[config.mk]
export PLATFORM = sky130hd
export DESIGN_NAME = bitfusion_sched_flat
export DESIGN_NICKNAME = d
export VERILOG_FILES = /design/src/rtl/bitfusion_sched_pkg.sv /design/src/rtl/bitfusion_sched_if.sv /design/src/rtl/bitfusion_sched.sv /design/src/flat_wrapper.sv
export SDC_FILE = /design/constraint.sdc
export NUM_CORES = 1
export LEC_CHECK = 0
export ABC_AREA = 0
export BUFFER_PORTS_ARGS = -buffer_cell sky130_fd_sc_hd__buf_2
export CAP_MARGIN = 20
export CORE_MARGIN = 8
export CORE_UTILIZATION = 60
export CTS_BUF_LIST = sky130_fd_sc_hd__clkbuf_4 sky130_fd_sc_hd__clkbuf_8 sky130_fd_sc_hd__clkbuf_16
export DETAILED_ROUTE_END_ITERATION = 8
export GPL_ROUTABILITY_DRIVEN = 0
export GPL_TIMING_DRIVEN = 0
export PLACE_DENSITY_LB_ADDON = 0.25
export RECOVER_POWER = 50
export SLEW_MARGIN = 0
export SYNTH_ARGS = -nofsm -noshare
export SYNTH_HDL_FRONTEND = slang
export SYNTH_SLANG_ARGS = --single-unit
[constraint.sdc]
create_clock -name clk -period 13.8 [get_ports clk]
set_input_delay 1.38 -clock clk [delete_from_list [all_inputs] [get_ports clk]]
set_output_delay 1.38 -clock clk [all_outputs]
set_load 0.05 [all_outputs]
[src/rtl/bitfusion_sched_pkg.sv]
// rtl/bitfusion_sched_pkg.sv - precision codes, FSM states, job config and beat helpers for bitfusion_sched
package bitfusion_pkg;

    localparam logic [2:0] PREC_2B = 3'b001;
    localparam logic [2:0] PREC_4B = 3'b010;
    localparam logic [2:0] PREC_8B = 3'b100;

    typedef enum logic [2:0] {
        ST_IDLE,
        ST_CLEAR,
        ST_RUN,
        ST_DRAIN,
        ST_DONE
    } state_e;

    typedef struct packed {
        logic       clear_first;
        logic [7:0] num_words;
        logic [2:0] in_bw;
        logic [2:0] wt_bw;
    } job_cfg_t;

    function automatic logic code_valid(input logic [2:0] code);
        return (code == PREC_2B) || (code == PREC_4B) || (code == PREC_8B);
    endfunction

    // An 8-bit operand on either side needs two beats to stream one buffer word.
    function automatic logic [1:0] beats_per_word(input logic [2:0] in_code, input logic [2:0] wt_code);
        return ((in_code == PREC_8B) || (wt_code == PREC_8B)) ? 2'd2 : 2'd1;
    endfunction

    function automatic logic [8:0] stream_len(input job_cfg_t cfg);
        return (beats_per_word(cfg.in_bw, cfg.wt_bw) == 2'd2) ? {cfg.num_words, 1'b0}
                                                               : {1'b0, cfg.num_words};
    endfunction

endpackage

[src/rtl/bitfusion_sched_if.sv]
// rtl/bitfusion_sched_if.sv - job request and array enable bundle between host and scheduler
interface bitfusion_sched_if #(
    parameter int ARRAY_SIZE = 2
);

    logic                                 start;
    logic                                 clear_first;
    logic [7:0]                           num_words;
    logic [2:0]                           input_bitwidth;
    logic [2:0]                           weight_bitwidth;
    logic [ARRAY_SIZE-1:0]                input_rd_en;
    logic [ARRAY_SIZE-1:0][ARRAY_SIZE-1:0] weight_rd_en;
    logic [ARRAY_SIZE-1:0]                acc_clear;
    logic                                 busy;
    logic                                 done;
    logic                                 cfg_err;

    modport master (
        output start, clear_first, num_words, input_bitwidth, weight_bitwidth,
        input  input_rd_en, weight_rd_en, acc_clear, busy, done, cfg_err
    );

    modport slave (
        input  start, clear_first, num_words, input_bitwidth, weight_bitwidth,
        output input_rd_en, weight_rd_en, acc_clear, busy, done, cfg_err
    );

endinterface

[src/rtl/bitfusion_sched.sv]
// rtl/bitfusion_sched.sv - diagonal-wavefront enable scheduler for an NxN bit-fusion array
// Optional BITFUSION_SCHED_PERF_EN adds perf_cycles (busy cycles of the last completed job).
module bitfusion_sched
    import bitfusion_pkg::*;
#(
    parameter int ARRAY_SIZE   = 2,
    parameter int DATA_W       = 32,
    parameter int DRAIN_CYCLES = 4
) (
    input  logic             clk,
    input  logic             nRST,
    bitfusion_sched_if.slave bus
`ifdef BITFUSION_SCHED_PERF_EN
    ,
    output logic [31:0]      perf_cycles
`endif
);

    localparam int N     = ARRAY_SIZE;
    localparam int CNT_W = 16;
    localparam logic [CNT_W-1:0] SKEW       = CNT_W'(2 * (N - 1));
    localparam logic [CNT_W-1:0] DRAIN_LAST = CNT_W'(DRAIN_CYCLES - 1);

    if (N < 1 || DATA_W < 1 || DRAIN_CYCLES < 1) begin : g_param_check
        $error("bitfusion_sched: ARRAY_SIZE, DATA_W and DRAIN_CYCLES must all be at least 1");
    end

    state_e               state_q, state_d;
    logic [CNT_W-1:0]     cnt_q, cnt_d;
    job_cfg_t             cfg_q, cfg_d, cfg_in;
    logic                 accept, reject;
    logic [CNT_W-1:0]     len_d;
    logic [CNT_W-1:0]     run_last;
    logic [N-1:0]         in_en_d, in_en_q;
    logic [N-1:0]         clr_d, clr_q;
    logic [N-1:0][N-1:0]  wt_en_d, wt_en_q;
    logic                 busy_q, done_q, cfg_err_q;

    // cfg_d is the configuration of the job that state_d belongs to, so the
    // registered enables for the first RUN cycle already see the new length.
    always_comb begin
        cfg_in.clear_first = bus.clear_first;
        cfg_in.num_words   = bus.num_words;
        cfg_in.in_bw       = bus.input_bitwidth;
        cfg_in.wt_bw       = bus.weight_bitwidth;

        accept   = 1'b0;
        reject   = 1'b0;
        if ((state_q == ST_IDLE) && bus.start) begin
            if (code_valid(bus.input_bitwidth) && code_valid(bus.weight_bitwidth)) begin
                accept = 1'b1;
            end else begin
                reject = 1'b1;
            end
        end

        cfg_d    = accept ? cfg_in : cfg_q;
        len_d    = CNT_W'(stream_len(cfg_d));
        run_last = len_d + SKEW - CNT_W'(1);
    end

    always_comb begin
        state_d = state_q;
        cnt_d   = cnt_q;
        case (state_q)
            ST_IDLE: begin
                if (accept) begin
                    cnt_d = '0;
                    if (cfg_d.clear_first) begin
                        state_d = ST_CLEAR;
                    end else if (len_d == '0) begin
                        state_d = ST_DRAIN;
                    end else begin
                        state_d = ST_RUN;
                    end
                end
            end
            ST_CLEAR: begin
                cnt_d   = '0;
                state_d = (len_d == '0) ? ST_DRAIN : ST_RUN;
            end
            ST_RUN: begin
                if (cnt_q == run_last) begin
                    state_d = ST_DRAIN;
                    cnt_d   = '0;
                end else begin
                    cnt_d = cnt_q + CNT_W'(1);
                end
            end
            ST_DRAIN: begin
                if (cnt_q == DRAIN_LAST) begin
                    state_d = ST_DONE;
                    cnt_d   = '0;
                end else begin
                    cnt_d = cnt_q + CNT_W'(1);
                end
            end
            ST_DONE: begin
                state_d = ST_IDLE;
            end
            default: begin
                state_d = ST_IDLE;
                cnt_d   = '0;
            end
        endcase
    end

    // Window test lo <= t < lo+L done as (t - lo) < L: when t < lo the
    // subtraction wraps far above any legal L, so one unsigned compare suffices.
    for (genvar r = 0; r < N; r++) begin : g_row
        localparam logic [CNT_W-1:0] ROW_OFS = CNT_W'(r);
        assign in_en_d[r] = (state_d == ST_RUN) && ((cnt_d - ROW_OFS) < len_d);
        for (genvar c = 0; c < N; c++) begin : g_col
            localparam logic [CNT_W-1:0] DIAG_OFS = CNT_W'(r + c);
            assign wt_en_d[r][c] = (state_d == ST_RUN) && ((cnt_d - DIAG_OFS) < len_d);
        end
    end

    assign clr_d = {N{state_d == ST_CLEAR}};

    always_ff @(posedge clk or negedge nRST) begin
        if (!nRST) begin
            state_q   <= ST_IDLE;
            cnt_q     <= '0;
            cfg_q     <= '0;
            in_en_q   <= '0;
            wt_en_q   <= '0;
            clr_q     <= '0;
            busy_q    <= 1'b0;
            done_q    <= 1'b0;
            cfg_err_q <= 1'b0;
        end else begin
            state_q   <= state_d;
            cnt_q     <= cnt_d;
            cfg_q     <= cfg_d;
            in_en_q   <= in_en_d;
            wt_en_q   <= wt_en_d;
            clr_q     <= clr_d;
            busy_q    <= (state_d != ST_IDLE);
            done_q    <= (state_d == ST_DONE);
            cfg_err_q <= reject;
        end
    end

    assign bus.input_rd_en  = in_en_q;
    assign bus.weight_rd_en = wt_en_q;
    assign bus.acc_clear    = clr_q;
    assign bus.busy         = busy_q;
    assign bus.done         = done_q;
    assign bus.cfg_err      = cfg_err_q;

`ifdef BITFUSION_SCHED_PERF_EN
    logic [31:0] busy_cnt_q;
    logic [31:0] perf_q;

    // Captured as DONE is entered so the count is visible alongside done;
    // +2 covers the current last DRAIN cycle and the DONE cycle itself.
    always_ff @(posedge clk or negedge nRST) begin
        if (!nRST) begin
            busy_cnt_q <= '0;
            perf_q     <= '0;
        end else begin
            if (state_q == ST_IDLE) begin
                busy_cnt_q <= '0;
            end else begin
                busy_cnt_q <= busy_cnt_q + 32'd1;
            end
            if (state_d == ST_DONE) begin
                perf_q <= busy_cnt_q + 32'd2;
            end
        end
    end

    assign perf_cycles = perf_q;
`endif

endmodule

[src/flat_wrapper.sv]
// flat-port wrapper written by rule: the top's interface ports become plain ports
module bitfusion_sched_flat import bitfusion_pkg::*;
#(
    parameter int ARRAY_SIZE   = 2,
    parameter int DATA_W       = 32,
    parameter int DRAIN_CYCLES = 4
)
  (clk, nRST, bus_start, bus_clear_first, bus_num_words, bus_input_bitwidth, bus_weight_bitwidth, bus_input_rd_en, bus_weight_rd_en, bus_acc_clear, bus_busy, bus_done, bus_cfg_err);
  bitfusion_sched_if #(.ARRAY_SIZE(ARRAY_SIZE)) bus_i ();
  input  logic clk;
  input  logic nRST;
  input wire logic [$bits(bus_i.start)-1:0] bus_start;
  input wire logic [$bits(bus_i.clear_first)-1:0] bus_clear_first;
  input wire logic [$bits(bus_i.num_words)-1:0] bus_num_words;
  input wire logic [$bits(bus_i.input_bitwidth)-1:0] bus_input_bitwidth;
  input wire logic [$bits(bus_i.weight_bitwidth)-1:0] bus_weight_bitwidth;
  output wire logic [$bits(bus_i.input_rd_en)-1:0] bus_input_rd_en;
  output wire logic [$bits(bus_i.weight_rd_en)-1:0] bus_weight_rd_en;
  output wire logic [$bits(bus_i.acc_clear)-1:0] bus_acc_clear;
  output wire logic [$bits(bus_i.busy)-1:0] bus_busy;
  output wire logic [$bits(bus_i.done)-1:0] bus_done;
  output wire logic [$bits(bus_i.cfg_err)-1:0] bus_cfg_err;
  assign bus_i.start = bus_start;
  assign bus_i.clear_first = bus_clear_first;
  assign bus_i.num_words = bus_num_words;
  assign bus_i.input_bitwidth = bus_input_bitwidth;
  assign bus_i.weight_bitwidth = bus_weight_bitwidth;
  assign bus_input_rd_en = bus_i.input_rd_en;
  assign bus_weight_rd_en = bus_i.weight_rd_en;
  assign bus_acc_clear = bus_i.acc_clear;
  assign bus_busy = bus_i.busy;
  assign bus_done = bus_i.done;
  assign bus_cfg_err = bus_i.cfg_err;
  bitfusion_sched #(.ARRAY_SIZE(ARRAY_SIZE), .DATA_W(DATA_W), .DRAIN_CYCLES(DRAIN_CYCLES)) u_core (.clk(clk), .nRST(nRST), .bus(bus_i));
endmodule
After elaboration in Yosys (flattened, before gate mapping)

Index checks and enable logic that the tools add are counted.

Bits in registers: 42
Bits of input ports: 18
Output and inout bits: 11
Logic and storage cells: 68

Add/sub/neg operators: 5
Order comparisons: 3
Eq/ne operators: 18
Muxes and demuxes: 17
Reduce and logical (&&, ||, !) cells: 13

Operator list:

| cell                                                | number |
|---|---|
| case mux 16 bit (4 select lines)                    | 1 |
| < comparator 16 x 9 -> 1 bit                        | 3 |
| 2-to-1 mux 16 bit                                   | 3 |
| subtractor 16 x 1 -> 16 bit (second input constant) | 2 |
| == test 3 bit (second input constant)               | 6 |
| adder 16 x 1 -> 16 bit (second input constant)      | 1 |
| == test 16 bit                                      | 1 |
| == test 16 x 2 -> 1 bit (second input constant)     | 1 |
| zero test 16 bit                                    | 1 |
| subtractor 16 x 2 -> 16 bit (second input constant) | 1 |
| == test 3 x 2 -> 1 bit (second input constant)      | 5 |
| 2-to-1 mux 15 bit                                   | 1 |
| == test 3 x 1 -> 1 bit (second input constant)      | 4 |
| 2-to-1 mux 3 bit                                    | 4 |
| case mux 3 bit (4 select lines)                     | 1 |
| adder 9 x 2 -> 10 bit (second input constant)       | 1 |
| 2-to-1 mux 9 bit                                    | 1 |
| logical AND 1 bit                                   | 5 |
| logical OR 1 bit                                    | 5 |
| 2-to-1 mux 1 bit                                    | 5 |
| zero test 3 bit                                     | 1 |
| nonzero test 3 bit                                  | 1 |
| == test 2 bit (second input constant)               | 1 |
| 2-to-1 mux 2 bit                                    | 1 |

Logic depth before layout (Yosys ltp)

Depth in word-level cells: 20
Mapped depth: 36
Gate-level depth less buffers: 30

Worst setup path before layout

Ideal clock, no wire load.

Path type: input-to-reg
Start point: input bus_weight_bitwidth[1]
End point: register u_core.wt_en_q, in the netlist u_core.bus.weight_rd_en[2]
Setup time: 0.068 ns
Data arrival time: 7.897 ns
Required time: 13.732 ns
Path slack: 5.834 ns
Stages: 31
Path buffers: 5
Path through: or3_1 and3_1 buf_2 nand2_1 buf_2 clkbuf_1 a21oi_1 mux2i_1 ha_1 nand2_1 or3_1 a221o_1 a32oi_1 and3_1 buf_6 a31oi_2 xnor2_1 a2111o_1 o21a_1 buf_6 a22oi_1 ha_1 nand2_1 nor3_1 xor2_1 ha_1 nor2b_1 o21ai_0 nand2b_1 a2111oi_0 and4b_1

Word-level cells in the longest chain between the ends: 20
Elaborated cells between the ends (all ways): 31
Those cells by class: 3 x add/sub; 1 x order compare; 8 x eq/ne; 13 x mux; 6 x reduce/logical

RTL lines:

| item                                                             | line                      | source |
|---|---|---|
| start: declaration                                               | flat_wrapper.sv:16        | `input wire logic [$bits(bus_i.weight_bitwidth)-1:0] bus_weight_bitwidth;` |
| == test 3 x 1 -> 1 bit or == test 3 x 2 -> 1 bit (tied branches) | bitfusion_sched_pkg.sv:24 | `return (code == PREC_2B) \|\| (code == PREC_4B) \|\| (code == PREC_8B);` |
| logical OR 1 bit (2 in a row)                                    | bitfusion_sched_pkg.sv:24 |  |
| logical AND 1 bit                                                | bitfusion_sched.sv:50     | `if (code_valid(bus.input_bitwidth) && code_valid(bus.weight_bitwidth)) begin` |
| 2-to-1 mux 1 bit                                                 | bitfusion_sched.sv:50     |  |
| 2-to-1 mux 1 bit                                                 | bitfusion_sched.sv:49     | `if ((state_q == ST_IDLE) && bus.start) begin` |
| 2-to-1 mux 15 bit                                                | bitfusion_sched.sv:57     | `cfg_d = accept ? cfg_in : cfg_q;` |
| == test 3 bit                                                    | bitfusion_sched_pkg.sv:29 | `return ((in_code == PREC_8B) \|\| (wt_code == PREC_8B)) ? 2'd2 : 2'd1;` |
| logical OR 1 bit                                                 | bitfusion_sched_pkg.sv:29 |  |
| [... 4 more ...]                                                 | n/a                       |  |
| subtractor 16 x 1 -> 16 bit                                      | bitfusion_sched.sv:59     | `run_last = len_d + SKEW - CNT_W'(1);` |
| == test 16 bit                                                   | bitfusion_sched.sv:83     | `if (cnt_q == run_last) begin` |
| 2-to-1 mux 16 bit                                                | bitfusion_sched.sv:83     |  |
| case mux 16 bit (4 select lines)                                 | bitfusion_sched.sv:65     | `case (state_q)` |
| subtractor 16 x 1 -> 16 bit                                      | n/a                       |  |
| < comparator 16 x 9 -> 1 bit                                     | n/a                       |  |
| logical AND 1 bit *                                              | n/a                       |  |
| net u_core.in_en_d[1]                                            | bitfusion_sched.sv:34     | `logic [N-1:0] in_en_d, in_en_q;` |
| end signal: assignment                                           | bitfusion_sched.sv:137    | `wt_en_q <= wt_en_d;` |
| end: declaration                                                 | bitfusion_sched.sv:36     | `logic [N-1:0][N-1:0] wt_en_d, wt_en_q;` |

Mark *: on every way through the listed nets, which the timed path passes. The rest lies on a longest branch.

Worst setup path after layout

Same ends and word-level chain as after synthesis.

==> flow_summary.yaml <==
logic_synthesis:
  syn_inst: 623
  async_reset_ff_frac: 1.00
  synth_ff_type: "dfrtp_1"
  syn_area_mm2: 0.00488
  synth_edf_count: 0
  syn_avg_cell_area_um2: 7.83
  syn-num-nets: 673
  yosysWarnings: 0
  yosysUniqueCellTypes: 84
  yosysSeqAreaShare: 0.205
  ys_ff_latch: 40
critical_path:
  path_max_fanout: 10
  crit_buf_inv: 6
  cp.required_ns: 14.04
  cp.arrival_ns: 10.03
  slowest_delay_ns: 0.71
  critPathSlowestCell: "nor3_1"
  worstSetupStartpointType: "input pin"
  cp-end-kind: "flop"
  worstSetupPathType: "in -> reg"
  cp_top_family: "compound AO/OA/AOI/OAI gates"
timing:
  final_max_slew_viol_count: 41
  tightest_slew_ns: 2.26
  fmax_mhz: 102
  period_minus_slack_ns: 9.79
  relSlewSlack: -0.504
  setup_tns_ns: 0
  fin_hold_ws_ns: 0.517
  skew_ns: 0.00899
  rsz0062_at_grt: "false"
  hold_violations: 0
  fin_crit_sh: 0.709
  setup_viol_count_final: 0
clock_tree:
  clk_path_buf_depth: 2
  cts_root_buf: "clkbuf_8"
  clk_pin_slew_ns: 0.09
  cts_hold_buf: 0
  cts_setup_buffers: 0
  cts_buffers: 5
  cts.sinks: 40
  clk_latency_ns: 0.31
  post_cts_resized: 0
  cts_tree: "built"
  h-tree-depth: 2
power:
  seqPwrFrac: 0.139
  p_sw_mw: 0.680
  powerDensity_mw_per_mm2: 247
  swShare: 0.524
  p_clk_frac: 0.083
  intPower_mw: 0.619
  finalPower_mw: 1.30
  ir_drop_mv: 0.214
  p_leak_nw: 2.31
  comb_power_share: 0.778
final_layout:
  mostFrequentLayoutCells: "nand2_1 (55), o21ai_0 (44), dfrtp_1 (40), nand3_1 (35), nor2_1 (33)"
  antenna_cells: 0
  layout_commonest_cell: "nand2_1"
  drive_gt1_frac: 0.125
  nFillCells: 722
  final_core_util: 0.652
  syn2layout_area_growth_pct: 7.61
  num-nets-final: 706
  multiInputGateArea_mm2: 0.00353
  seq_area_mm2: 0.00100
  fin_area_mm2: 0.00525
min_path:
  min_path_type: "reg -> reg"
placed_design:
  dp_hpwl_um: 11500
  placedInstanceArea_mm2: 0.00514
  placement.io_buffers: 26
status:
  status: "finished, violations left"
  violations: "capacitance limit, slew limit"
route:
  wl_um: 15100
  wl_per_cell_um: 19.8
  drtIter0Drc: 469
  vias: 5245
  ant_nets: 0
  dr.pass1.iters: 7
  remaining_drc_errors: 0
  viasPerCell: 6.88
flow_run:
  cap_viol_max_count: 1
floorplan:
  dieArea_mm2: 0.0113
  rows: 33
  initial_core_util: 0.606
  core_area_mm2: 0.00805
  die_h_um: 106
  pin_count: 29
  die_w_um: 106
grt:
  grt.total_usage: 0.265
  grt_pass1_vias: 5076
  grt_first_pass_wirelength_um: 24900
  grt_max_degree: 41
  grt.overflow.total: 0
  antenna_found_initial: 0
## state kept, by name (all words and copies together) (netlist names)
signal and count:
u_core.cnt_q 16, u_core.cfg_q 14, u_core.state_q 3, u_core.bus.weight_rd_en 2, u_core.bus.acc_clear 1, u_core.bus.busy 1
u_core.bus.cfg_err 1, u_core.bus.done 1, u_core.bus.input_rd_en 1
## per-layer routing
| metal | wire, um | GRT usage | part of all wire |
|---|---|---|---|
| met3 | 1350 | 0.0393 | 0.090 |
| met4 | 578 | 0.124 | 0.038 |
| met1 | 5980 | 0.327 | 0.40 |
| met2 | 7170 | 0.445 | 0.48 |
| met5 | 0 | 0 | 0 |
## Yosys cell counts (6+ instances only)
cell / number / area [um2]
nand2_1: 55 / 206
o21ai_0: 44 / 220
dfrtp_1: 40 / 1000
nand3_1: 35 / 175
nor2_1: 33 / 124
ha_1: 32 / 400
inv_1: 32 / 120
a21oi_1: 29 / 145
clkbuf_1: 21 / 78.8
nor3_1: 19 / 95.1
and3_1: 18 / 113
xnor2_1: 18 / 158
nor4_1: 11 / 68.8
o211ai_1: 10 / 75.1
buf_4: 9 / 67.6
nand4_1: 9 / 56.3
a21boi_0: 8 / 60.1
a21o_1: 8 / 60.1
a31oi_1: 8 / 50.1
mux2i_1: 8 / 80.1
nand2b_1: 8 / 50.1
nor2b_1: 8 / 50.1
xor2_1: 8 / 70.1
or3_1: 7 / 43.8
a211o_1: 6 / 52.6
mux2_2: 6 / 67.6
nor3b_1: 6 / 45.0
o21ai_1: 6 / 30.0
## worst reg2reg max path: cells and delay by family (launching register included)
family | cells | cell delay, ns
compound gates | 9 | 2.78
xor+xnor | 2 | 0.32
fa+ha+maj | 3 | 1.08
buf+inv | 6 | 1.05
flops | 1 | 0.38
mux | 1 | 0.35
simple gates | 12 | 2.94
## power groups by stage
| stage | Sequential (mW) | Clock (mW) | Combinational (mW) |
|---|---|---|---|
| 6_report | 0.180 | 0.108 | 1.01 |
| 5_1_grt | 0.184 | 0.111 | 1.12 |
| 4_1_cts | 0.179 | 0.108 | 0.993 |
| 3_5_place_dp | 0.181 | 0 | 0.986 |
| 3_3_place_gp | 0.179 | 0 | 0.945 |
| 2_1_floorplan | 0.193 | 0 | 0.743 |
## logic make-up (layout without fill, tap and decap cells)
kind of cell    count (synthesis)  in the layout  share of synthesized area
flops                          40             40                      0.205
buf+inv                        74            108                     0.0713
mux                            15             15                     0.0349
xor+xnor                       28             28                     0.0559
compound gates                185            185                      0.266
simple gates                  249            249                      0.285
fa+ha+maj                      32             32                     0.0820
## path summary, 6_finish.rpt
path,from,endpoint,slack [ns],cells after the start
setup / recovery,bus_weight_bitwidth[1],u_core.bus.weight_rd_en[2]$_DFF_PN0_,4.01,32
hold / removal,u_core.cfg_q[4]$_DFF_PN0_,u_core.cfg_q[4]$_DFF_PN0_,0.52,2
setup reg to reg,u_core.state_q[0]$_DFF_PN0_,u_core.bus.weight_rd_en[2]$_DFF_PN0_,4.84,33
hold reg to reg,u_core.cfg_q[4]$_DFF_PN0_,u_core.cfg_q[4]$_DFF_PN0_,0.52,2
max in group asynchronous,nRST,u_core.cfg_q[11]$_DFF_PN0_,10.77,1
min in group asynchronous,nRST,u_core.cfg_q[9]$_DFF_PN0_,1.71,1
## area by class of cell
class | instances | area share
buffer | 40 | 0.0419
clock buffer | 5 | 0.0131
clock inverter | 3 | 0.00881
inverter | 34 | 0.0243
multi-input combinational | 509 | 0.672
sequential | 40 | 0.191
tap | 105 | 0.0250
timing repair buffer | 26 | 0.0238
## metrics by stage
step / worst slack, ns / cells
finish: 4.01 / 762
global route: 3.45 / 762
floorplan: 5.83 / 623
detailed placement: 3.97 / 754
global placement: 4.13 / 754
CTS: 4.26 / 762
Note: power is estimated with default switching activity, not from simulation.
